<file path="src/rtl/inst_queue_if.sv">
// inst_queue_if: fetch-side and decode-side handshake bundle for inst_queue.
// slave  = the queue itself, master = the fetch/decode stages driving it.
interface inst_queue_if #(
   parameter int XLEN  = 32,
   parameter int DEPTH = 4
);
   localparam int CW = $clog2(DEPTH) + 1;

   logic            flush_i;
   logic            if_valid_i;
   logic [XLEN-1:0] if_inst_i;
   logic [XLEN-1:0] if_pc_i;
   logic            if_ready_o;
   logic            id_valid_o;
   logic [XLEN-1:0] id_inst_o;
   logic [XLEN-1:0] id_pc_o;
   logic            id_ready_i;
   logic [CW-1:0]   count_o;

   modport slave (
      input  flush_i, if_valid_i, if_inst_i, if_pc_i, id_ready_i,
      output if_ready_o, id_valid_o, id_inst_o, id_pc_o, count_o
   );

   modport master (
      output flush_i, if_valid_i, if_inst_i, if_pc_i, id_ready_i,
      input  if_ready_o, id_valid_o, id_inst_o, id_pc_o, count_o
   );
endinterface

</file>
<file path="src/rtl/inst_queue.sv">
// inst_queue: circular instruction/PC buffer between fetch and decode.
// Pointers carry one extra wrap bit so full and empty are distinguishable.
// Optional macro INST_QUEUE_BYPASS_EN: when the queue is empty an incoming
// fetch entry is forwarded combinationally to decode (zero-cycle latency).
module inst_queue #(
   parameter int DEPTH = 4,
   parameter int XLEN  = 32
) (
   input logic          clk_i,
   input logic          rst_i,
   inst_queue_if.slave  bus
);
   localparam int AW = $clog2(DEPTH);
   localparam int PW = AW + 1;
   localparam logic [XLEN-1:0] NOP = XLEN'(32'h0000_0013);

   logic [PW-1:0]   wptr_reg, rptr_reg, count_reg;
   logic [PW-1:0]   count_next;
   logic [XLEN-1:0] mem_inst [DEPTH];
   logic [XLEN-1:0] mem_pc   [DEPTH];

   logic [AW-1:0]   widx, ridx;
   logic            full, empty;
   logic            bypass_hit;
   logic            push, pop, push_eff, pop_eff;
   logic            id_valid;
   logic [XLEN-1:0] id_inst, id_pc;

   assign widx  = wptr_reg[AW-1:0];
   assign ridx  = rptr_reg[AW-1:0];
   assign full  = (widx == ridx) && (wptr_reg[AW] != rptr_reg[AW]);
   assign empty = (wptr_reg == rptr_reg);

`ifdef INST_QUEUE_BYPASS_EN
   assign bypass_hit = empty & bus.if_valid_i & ~bus.flush_i;
`else
   assign bypass_hit = 1'b0;
`endif

   // ready never looks at id_ready_i, keeping decode off the fetch timing path
   assign bus.if_ready_o = ~full & ~bus.flush_i;

   // head entry to decode, forwarded fetch entry on bypass, NOP otherwise
   always_comb begin
      id_valid = 1'b0;
      id_inst  = NOP;
      id_pc    = '0;
      if (!empty && !bus.flush_i) begin
         id_valid = 1'b1;
         id_inst  = mem_inst[ridx];
         id_pc    = mem_pc[ridx];
      end else if (bypass_hit) begin
         id_valid = 1'b1;
         id_inst  = bus.if_inst_i;
         id_pc    = bus.if_pc_i;
      end
   end

   assign bus.id_valid_o = id_valid;
   assign bus.id_inst_o  = id_inst;
   assign bus.id_pc_o    = id_pc;
   assign bus.count_o    = count_reg;

   assign push = bus.if_valid_i & bus.if_ready_o;
   assign pop  = id_valid & bus.id_ready_i;
   // a bypassed entry consumed the same cycle never touches storage
   assign push_eff = push & ~(bypass_hit & bus.id_ready_i);
   assign pop_eff  = pop & ~bypass_hit;

   // occupancy follows pushes minus pops
   always_comb begin
      count_next = count_reg + {{AW{1'b0}}, push_eff} - {{AW{1'b0}}, pop_eff};
   end

   // pointers and occupancy; flush beats any handshake in the same cycle
   always_ff @(posedge clk_i or negedge rst_i) begin
      if (!rst_i) begin
         wptr_reg  <= '0;
         rptr_reg  <= '0;
         count_reg <= '0;
      end else if (bus.flush_i) begin
         wptr_reg  <= '0;
         rptr_reg  <= '0;
         count_reg <= '0;
      end else begin
         if (push_eff) wptr_reg <= wptr_reg + 1'b1;
         if (pop_eff)  rptr_reg <= rptr_reg + 1'b1;
         count_reg <= count_next;
      end
   end

   // per-entry storage write; contents are don't-care until pushed, so no reset
   for (genvar gi = 0; gi < DEPTH; gi++) begin : g_entry
      always_ff @(posedge clk_i) begin
         if (push_eff && (widx == AW'(gi))) begin
            mem_inst[gi] <= bus.if_inst_i;
            mem_pc[gi]   <= bus.if_pc_i;
         end
      end
   end
endmodule

</file>
<file path="src/flat_wrapper.sv">
// flat-port wrapper written by rule: the top's interface ports become plain ports
module inst_queue_flat 
#(
   parameter int DEPTH = 4,
   parameter int XLEN  = 32
)
  (clk_i, rst_i, bus_flush_i, bus_if_valid_i, bus_if_inst_i, bus_if_pc_i, bus_id_ready_i, bus_if_ready_o, bus_id_valid_o, bus_id_inst_o, bus_id_pc_o, bus_count_o);
  inst_queue_if #(.XLEN(XLEN), .DEPTH(DEPTH)) bus_i ();
  input logic clk_i;
  input logic rst_i;
  input wire logic [$bits(bus_i.flush_i)-1:0] bus_flush_i;
  input wire logic [$bits(bus_i.if_valid_i)-1:0] bus_if_valid_i;
  input wire logic [$bits(bus_i.if_inst_i)-1:0] bus_if_inst_i;
  input wire logic [$bits(bus_i.if_pc_i)-1:0] bus_if_pc_i;
  input wire logic [$bits(bus_i.id_ready_i)-1:0] bus_id_ready_i;
  output wire logic [$bits(bus_i.if_ready_o)-1:0] bus_if_ready_o;
  output wire logic [$bits(bus_i.id_valid_o)-1:0] bus_id_valid_o;
  output wire logic [$bits(bus_i.id_inst_o)-1:0] bus_id_inst_o;
  output wire logic [$bits(bus_i.id_pc_o)-1:0] bus_id_pc_o;
  output wire logic [$bits(bus_i.count_o)-1:0] bus_count_o;
  assign bus_i.flush_i = bus_flush_i;
  assign bus_i.if_valid_i = bus_if_valid_i;
  assign bus_i.if_inst_i = bus_if_inst_i;
  assign bus_i.if_pc_i = bus_if_pc_i;
  assign bus_i.id_ready_i = bus_id_ready_i;
  assign bus_if_ready_o = bus_i.if_ready_o;
  assign bus_id_valid_o = bus_i.id_valid_o;
  assign bus_id_inst_o = bus_i.id_inst_o;
  assign bus_id_pc_o = bus_i.id_pc_o;
  assign bus_count_o = bus_i.count_o;
  inst_queue #(.DEPTH(DEPTH), .XLEN(XLEN)) u_core (.clk_i(clk_i), .rst_i(rst_i), .bus(bus_i));
endmodule
</file>
<file path="config.mk">
export PLATFORM = sky130hd
export DESIGN_NAME = inst_queue_flat
export DESIGN_NICKNAME = d
export VERILOG_FILES = /design/src/rtl/inst_queue_if.sv /design/src/rtl/inst_queue.sv /design/src/flat_wrapper.sv
export SDC_FILE = /design/constraint.sdc
export NUM_CORES = 1
export LEC_CHECK = 0
export ABC_AREA = 1
export ABC_CLOCK_PERIOD_IN_PS = 12200
export BUFFER_PORTS_ARGS = -buffer_cell sky130_fd_sc_hd__buf_2
export CORE_ASPECT_RATIO = 1.2
export CORE_MARGIN = 5
export CORE_UTILIZATION = 55
export CTS_BUF_LIST = sky130_fd_sc_hd__clkbuf_8
export DETAILED_ROUTE_END_ITERATION = 12
export HOLD_SLACK_MARGIN = 0.12
export MAX_ROUTING_LAYER = met4
export PLACE_DENSITY_LB_ADDON = 0.2
export SLEW_MARGIN = 20
export SYNTH_ARGS = -nofsm -noshare
export SYNTH_HDL_FRONTEND = slang
export SYNTH_SLANG_ARGS = --single-unit
</file>
<file path="constraint.sdc">
create_clock -name clk_i -period 12.2 [get_ports clk_i]
set_clock_uncertainty 0.05 [all_clocks]
set_input_delay 0.61 -clock clk_i [delete_from_list [all_inputs] [get_ports clk_i]]
set_output_delay 0.61 -clock clk_i [all_outputs]
set_load 0.01 [all_outputs]
</file>
==> results of run 1 <==
==> power by group <==
group	leakage [µW]	switching [µW]	internal, µW
registers	0.00244	19.3	1030
logic	0.00167	221	101
clock network	0.000396	316	311
==> final timing paths <==
| kind | start | to | slack [ns] | depth (start not counted) |
|---|---|---|---|---|
| max | u_core.rptr_reg[0] | bus_id_pc_o[3] | 8.61 | 6 |
| min | bus_flush_i | u_core.bus.count_o[0] | 0.21 | 2 |
| max reg2reg | u_core.rptr_reg[0] | u_core.mem_pc[3][20] | 8.95 | 7 |
| min reg2reg | u_core.wptr_reg[1] | u_core.wptr_reg[1] | 0.55 | 2 |
| max in group asynchronous | rst_i | u_core.rptr_reg[0] | 11.43 | 2 |
| min in group asynchronous | rst_i | u_core.bus.count_o[0] | 0.44 | 2 |
==> metrics by stage <==
step           utilization [%]  cell area, µm²  setup slack (ns)
5_1_grt                   64.1           12100              8.40
3_3_place_gp              60.4           11400              8.94
6_report                  64.2           12100              8.61
4_1_cts                   64.1           12100              8.52
3_5_place_dp              60.4           11400              8.88
2_1_floorplan                -           10500              7.94
==> layer usage <==
metal	GRT usage (%)	up-vias	part of all wire [%]
met5	-	-	0
met4	8.16	0	2.9
met3	4.36	48	6.2
met2	34.3	227	50
met1	25.4	3125	41
li1	-	3234	-
==> cell usage after synthesis <==
cell type	n
a21oi_1	52
a21oi_2	10
buf_1	4
buf_2	17
buf_4	1
buf_6	6
clkbuf_1	21
clkinv_1	1
dfrtp_1	9
edfxtp_1	256
fa_1	1
ha_1	7
inv_1	16
inv_2	2
nand2_1	19
nand2_4	1
nand3_1	8
nand3_2	2
nand4_1	6
nor2_1	259
o211ai_1	3
o21ai_0	127
o21ai_1	2
xor2_1	3
==> kinds of logic after synthesis <==
logic type               Yosys count  synth area share (%)
AO/OA/AOI/OAI                    194                  9.64
flip-flops                       265                  75.1
adder cells (fa/ha/maj)            8                  1.02
buffers and inverters             68                  3.09
AND/OR/NAND/NOR                  295                  10.9
XOR/XNOR                           3                 0.249
==> critical path, delay by kind of cell (launching register included) <==
family | cells | cell delay (ns)
buffers and inverters | 2 | 1.05
DFF | 1 | 0.67
AOI/OAI and AO/OA | 2 | 0.40
and+or+nand+nor | 2 | 0.26
==> area by class of cell <==
class                           count  area, µm²  area share [%]
Sequential cell                   265       7920            65.5
Multi-Input combinational cell    500       2330            19.3
Timing Repair Buffer              146        759            6.28
Clock buffer                       41        564            4.66
Tap cell                          256        320            2.65
Clock inverter                     30        123            1.01
Inverter                           19       72.6           0.600
Antenna cell                        3       7.51          0.0621
==> cells in the final DEF (no fill, tap or decap) <==
master           n
clkbuf_8        41
clkinv_1        13
a21oi_2         10
edfxtp_1       256
dfrtp_4          1
nor2_1         255
nand2_1         19
a21oi_1         52
dlygate4sd3_1    1
nand3_1          8
diode_2          3
inv_1           30
xor2_1           3
nand3_2          2
buf_6            1
fa_1             1
nand2_4          1
ha_1             7
buf_4            7
o21ai_1          2
o21ai_0        127
buf_2          137
nand4_1          6
clkinvlp_4       2
dfrtp_1          7
inv_2            1
o211ai_1         3
clkinv_2         3
nor2_4           4
dfrtp_2          1
==> qor.csv, run 1 <==
metric,value,unit
Final HPWL DP,12.2,mm
"Cell Chain, Critical Path",buf_4 -> nor2_1 -> nor2_1 -> o21ai_0 -> a21oi_1 -> buf_2,
largest area contributor in the netlist,edfxtp_1,
slowest CP cell,buf_4,
Die X,136,µm
placed cells,1185,
outcome,"complete, no violations",
GP Congestion,0.796,
post-synthesis net count,910,
Tot GR Track Use,20.8,%
PostCTS Resize Cnt,0,
fin nets,1049,
Max Cap Viol,0,
CTS tree,done,
layout cells sized above 1,21.1,%
Finished Layout Cells,1260,
initial antenna violation count,2,
H-tree levels,2,
final-report max-slew violation count,0,
Max rail drop VDD,0.0000986,V
post-CTS setup buffer count,0,
top cell type's share of synthesized area,72.9,%
clock insertion delay at the later pin of the skew report,0.53,ns
Total Power,2000,µW
"Cell Area, Synth",0.0105,mm²
Area Overhead vs Synth,14.8,%
Worst-Margin Slew,1.03,ns
drt first pass iters,5,
port bufs,137,
setup_tns,0,ns
Post-Route WL,22.0,mm
root buffer cell,clkbuf_8,
routed length per instance,17.4,µm
remaining antenna violation count after routing,0,
Initial Utilization,55.9,%
Filler Cells Inserted,1525,
PwrDens,165,mW/mm²
min Tclk post-route,3.59,ns
critical path type,reg -> out,
crit path launch type,flop,
grt ovf,0,
Synth cell types,24,
Post-route DRC,0,
final setup fails,0,
slowest cell delay on critical path,0.86,ns
Worst Path Max Fanout,96,
"flops & latches, synth",265,
Clock Path Buffers,3,
cts hold-fix bufs,1,
vias per inst,5.27,
Lkg Pwr,0.00451,µW
YS warnings,0,
1st-iter DRT viols,408,
max frequency,0.279,GHz
CTS sink cnt,265,
row count,55,
Post-Synthesis Cells,833,
Core Area,0.0189,mm²
RSZ-0062 raised after global routing,false,
CTS buffer count,40,
"Seq/Total Area, Yosys",75.1,%
die footprint,0.0220,mm²
Final Hold Fails,0,
syn avg cell area,12.7,µm²
first-pass GRT wire length,34.6,mm
vias in the first global route,6765,
required time worst endpoint,11.54,ns
Worst Setup End Kind,primary output,
Crit path top cell by count,nor2_1,
routed via count,6634,
DIE HEIGHT,162,µm
pin count of the biggest net entering global routing,130,
num ports,138,
Synth area leaders,"edfxtp_1 (73%), nor2_1 (9.2%), o21ai_0 (6.0%)",
Slew headroom,31.0,%
Hold WS,0.207,ns
Largest regs,"u_core.mem_inst (128), u_core.mem_pc (128)",
register clock-pin slew on the reported worst setup and hold paths,0.06,ns
hold crit path type,in -> reg,
period utilization,29.4,%
crit path DAT,2.93,ns
(Power assumes the default switching activity.)
==> run 2, diff against run 1 <==
ABC_CLOCK_PERIOD_IN_PS = 3020   (was 12200)
CORE_UTILIZATION = 54   (was 55)
clock period = 3.02 ns   (was 12.2 ns; I/O delays follow)
==> qor.csv, run 2 (synthesis results as in run 1) <==
metric,value,unit
period utilization,89.6,%
1st-iter DRT viols,443,
CTS sink cnt,265,
port bufs,137,
H-tree levels,2,
crit path launch type,flop,
num ports,138,
Worst-Margin Slew,0.990,ns
GP Congestion,0.845,
initial antenna violation count,1,
slowest cell delay on critical path,0.78,ns
RSZ-0062 raised after global routing,false,
PwrDens,642,mW/mm²
vias per inst,5.24,
final setup fails,0,
row count,56,
Final HPWL DP,11.7,mm
Largest regs,"u_core.mem_inst (128), u_core.mem_pc (128)",
post-CTS setup buffer count,0,
layout cells sized above 1,20.3,%
dpl cell area,0.0115,mm²
DIE HEIGHT,163,µm
FF-to-FF End,u_core.bus.count_o[2],
setup_tns,0,ns
"commonest non-fill, non-tap cells in the layout","edfxtp_1 (256), nor2_1 (255), buf_2 (137)",
final-report max-slew violation count,0,
Total Power,8260,µW
Die X,138,µm
critical path type,reg -> out,
Max Cap Viol,0,
slowest CP cell,buf_4,
last element of the critical path,bus_id_inst_o[27],
crit path DAT,2.51,ns
pin count of the biggest net entering global routing,130,
Post-Route WL,22.8,mm
Core Area,0.0194,mm²
Final Hold Fails,0,
outcome,"complete, no violations",
Post-route DRC,0,
Initial Utilization,54.3,%
worst setup path start,u_core.rptr_reg[0],
routed via count,6994,
min Tclk post-route,2.71,ns
Tot GR Track Use,21.1,%
CTS tree,done,
Lkg Pwr,0.00487,µW
hold crit path type,in -> reg,
Max rail drop VDD,0.000485,V
Worst Setup End Kind,primary output,
Clock Path Buffers,3,
grt ovf,0,
Crit path top cell by count,nor2_1,
"most common cell after layout, fill and taps aside",edfxtp_1,
register clock-pin slew on the reported worst setup and hold paths,0.06,ns
root buffer cell,clkbuf_8,
drt first pass iters,5,
area of all placed cells without fillers,0.0129,mm²
Slew headroom,34.0,%
reg2reg path depth,13,
flop2flop setup slack,0.66,ns
Area Overhead vs Synth,22.1,%
"Cell Chain, Critical Path",buf_4 -> nor2_1 -> nor2_1 -> o21ai_0 -> a21oi_1 -> buf_2,
CTS buffer count,39,
fin nets,1123,
first-pass GRT wire length,36.0,mm
routed length per instance,17.1,µm
remaining antenna violation count after routing,0,
max frequency,0.369,GHz
vias in the first global route,7189,
Worst Path Max Fanout,92,
clock insertion delay at the later pin of the skew report,0.51,ns
required time worst endpoint,2.82,ns
fin util,66.3,%
reg2reg start,u_core.wptr_reg[0],
die footprint,0.0224,mm²
-- run 2: cell count changes in the layout (fill, tap and decap cells not counted), sizes merged --
cell / delta
clkbuf: +1
clkinvlp: -2
inv: +3
dlygate4sd3: +68
clkinv: -6
buf: +7
bufinv: +1
diode: -2
-- run 2: layout make-up --
type | instances | area, µm²
flip-flops and latches | 265 | 7920
fillers | 1463 | 6540
multi-input cells | 500 | 2330
repair buffers | 221 | 1520
clock buffers | 42 | 578
well taps | 261 | 327
clock inverters | 26 | 126
inverters | 19 | 72.6
diodes | 1 | 2.50
-- run 2: per-stage QoR --
| stage | setup WS (ns) | hold slack (ns) | instances |
|---|---|---|---|
| after floorplan | -0.206 | -0.195 | 833 |
| after global placement | 0.686 | -0.0269 | 1197 |
| final | 0.313 | 0.320 | 1335 |
| after global routing | 0.0731 | 0.309 | 1335 |
| after detailed placement | 0.660 | -0.0274 | 1197 |
| after CTS | 0.0981 | 0.297 | 1334 |
-- run 2: how the worst min path moves through the flow --
stage               cells past startpoint  slack, ns   startpoint                     to
CTS                                     3       0.30  bus_flush_i  u_core.bus.count_o[0]
finish                                  3       0.32  bus_flush_i  u_core.bus.count_o[0]
floorplan                               0      -0.19        rst_i  u_core.bus.count_o[0]
global placement                        1      -0.03        rst_i  u_core.bus.count_o[0]
global route                            3       0.31  bus_flush_i  u_core.bus.count_o[0]
detailed placement                      1      -0.03        rst_i  u_core.bus.count_o[2]
-- run 2: repair_timing --
item	4_1_cts	5_1_grt
hold endpoints to repair	274	0
gates resized for setup	0	0
hold buffers	69	0
-- run 2: worst max-delay path: cells and delay by family, from the launching register on --
| kind | cells | cell delay [ns] |
|---|---|---|
| buf+inv | 2 | 0.96 |
| compound gates | 2 | 0.36 |
| flops | 1 | 0.43 |
| simple gates | 2 | 0.24 |
-- run 2: report_power, final --
part,internal [µW],switching [µW]
Sequential,4170,41.3
Combinational,480,950
Clock,1360,1250
-- run 2: metal layers --
| layer | vias to the layer above | track usage [%] | wire (µm) |
|---|---|---|---|
| li1 | 3370 | - | - |
| met1 | 3389 | 26.0 | 9490 |
| met2 | 192 | 35.4 | 11700 |
| met3 | 43 | 3.70 | 1180 |
| met4 | 0 | 7.30 | 427 |
| met5 | - | - | 0 |
==> run 3, diff against run 2 <==
CORE_UTILIZATION = 40   (was 54)
==> qor.csv, run 3 (synthesis results as in run 1) <==
metric,value,unit
max frequency,0.381,GHz
H-tree levels,2,
"most common cell after layout, fill and taps aside",edfxtp_1,
min Tclk post-route,2.63,ns
Worst-Margin Slew,0.819,ns
CTS sink cnt,265,
FF-to-FF End,u_core.bus.count_o[2],
period utilization,87.0,%
Final HPWL DP,13.1,mm
RSZ-0062 raised after global routing,false,
PwrDens,645,mW/mm²
grt ovf,0,
Core Area,0.0262,mm²
drt first pass iters,5,
reg2reg path depth,13,
final setup fails,0,
Die X,158,µm
"Cell Chain, Critical Path",buf_4 -> nor2_1 -> nor2_1 -> o21ai_0 -> a21oi_1 -> buf_2,
slowest CP cell,buf_4,
DIE HEIGHT,188,µm
vias in the first global route,7247,
register clock-pin slew on the reported worst setup and hold paths,0.06,ns
Largest regs,"u_core.mem_inst (128), u_core.mem_pc (128)",
PostCTS Resize Cnt,0,
Crit path top cell by count,nor2_1,
Max rail drop VDD,0.000346,V
final-report max-slew violation count,0,
Initial Utilization,40.2,%
Max Cap Viol,0,
Worst Hold Path EP,u_core.bus.count_o[1],
layout cells sized above 1,20.8,%
Post-route DRC,0,
num ports,138,
Hold Path Stages,3,
"commonest non-fill, non-tap cells in the layout","edfxtp_1 (256), nor2_1 (255), buf_2 (137)",
remaining antenna violation count after routing,0,
port bufs,137,
Area Overhead vs Synth,23.8,%
antenna cells,0,
Finished Layout Cells,1418,
routed via count,6910,
GP Congestion,0.775,
Final Hold Fails,0,
fin util,49.8,%
die footprint,0.0297,mm²
routed length per instance,17.1,µm
outcome,"complete, no violations",
CTS buffer count,44,
required time worst endpoint,2.82,ns
root buffer cell,clkbuf_8,
initial antenna violation count,0,
slowest cell delay on critical path,0.60,ns
critical path type,reg -> out,
hold crit path type,in -> reg,
Tot GR Track Use,17.0,%
setup_tns,0,ns
Clock Path Buffers,3,
crit path DAT,2.43,ns
first-pass GRT wire length,38.3,mm
min-delay src,bus_flush_i,
Slew headroom,45.4,%
area of all placed cells without fillers,0.0131,mm²
1st-iter DRT viols,350,
placed cells,1273,
Total Power,8410,µW
clock insertion delay at the later pin of the skew report,0.53,ns
CTS tree,done,
row count,65,
vias per inst,4.87,
pin count of the biggest net entering global routing,130,
reg2reg start,u_core.rptr_reg[0],
flop2flop setup slack,0.61,ns
Lkg Pwr,0.00490,µW
crit path launch type,flop,
Worst Setup End Kind,primary output,
Worst Path Max Fanout,67,
fin nets,1130,
Post-Route WL,24.3,mm
dpl cell area,0.0116,mm²
[run 3: changes by cell type in the layout (fill, tap and decap cells not counted), sizes merged]
cell | previous run | this run
clkinv | 10 | 17
clkbuf | 42 | 46
buf | 152 | 154
inv | 34 | 32
bufinv | 1 | 0
diode | 1 | 0
[run 3: final cells by class]
class / count / area, µm²
clock buffer: 46 / 633
clock inverter: 30 / 121
fill: 2370 / 13100
inverter: 19 / 72.6
multi-input combinational: 500 / 2330
sequential: 265 / 7920
tap: 335 / 419
timing repair buffer: 223 / 1550
[run 3: routing by layer]
layer	up-vias	GRT usage, %	wire [µm]
met5	-	-	0
met4	0	5.51	416
met3	33	2.95	1080
met2	143	29.6	12900
met1	3344	19.7	9940
li1	3390	-	-
[run 3: report_power, final]
group	switching [µW]	leakage [µW]	internal (µW)
combinational	952	0.00202	492
sequential	46.0	0.00244	4180
clock	1350	0.000440	1400
total	2340	0.00490	6070
[run 3: timing repair]
| item | in CTS | in global routing |
|---|---|---|
| hold buffers | 69 | 0 |
| buffers inserted | 0 | 0 |
| endpoints found under the hold margin | 274 | 0 |
[run 3: worst max-delay path, delay by kind of cell, from the launching register on]
| family | cells | cell delay, ns |
|---|---|---|
| buf+inv | 2 | 0.78 |
| flops | 1 | 0.50 |
| compound gates | 2 | 0.35 |
| simple gates | 2 | 0.23 |
[run 3: metrics by stage]
step,hold WS [ns],setup slack (ns)
2_1_floorplan,-0.195,-0.206
3_3_place_gp,-0.0219,0.621
3_5_place_dp,-0.0229,0.604
4_1_cts,0.255,0.281
5_1_grt,0.282,0.163
6_report,0.294,0.393
[run 3: how the worst max path moves through the flow]
stage	startpoint	to	slack [ns]
2_1_floorplan	u_core.rptr_reg[0]	u_core.mem_inst[0][0]	-0.21
6_report	u_core.rptr_reg[0]	bus_id_inst_o[31]	0.39
3_5_place_dp	u_core.rptr_reg[0]	u_core.bus.count_o[2]	0.60
4_1_cts	u_core.rptr_reg[0]	bus_id_inst_o[5]	0.28
5_1_grt	u_core.rptr_reg[0]	bus_id_inst_o[31]	0.16
3_3_place_gp	u_core.rptr_reg[0]	u_core.bus.count_o[2]	0.62
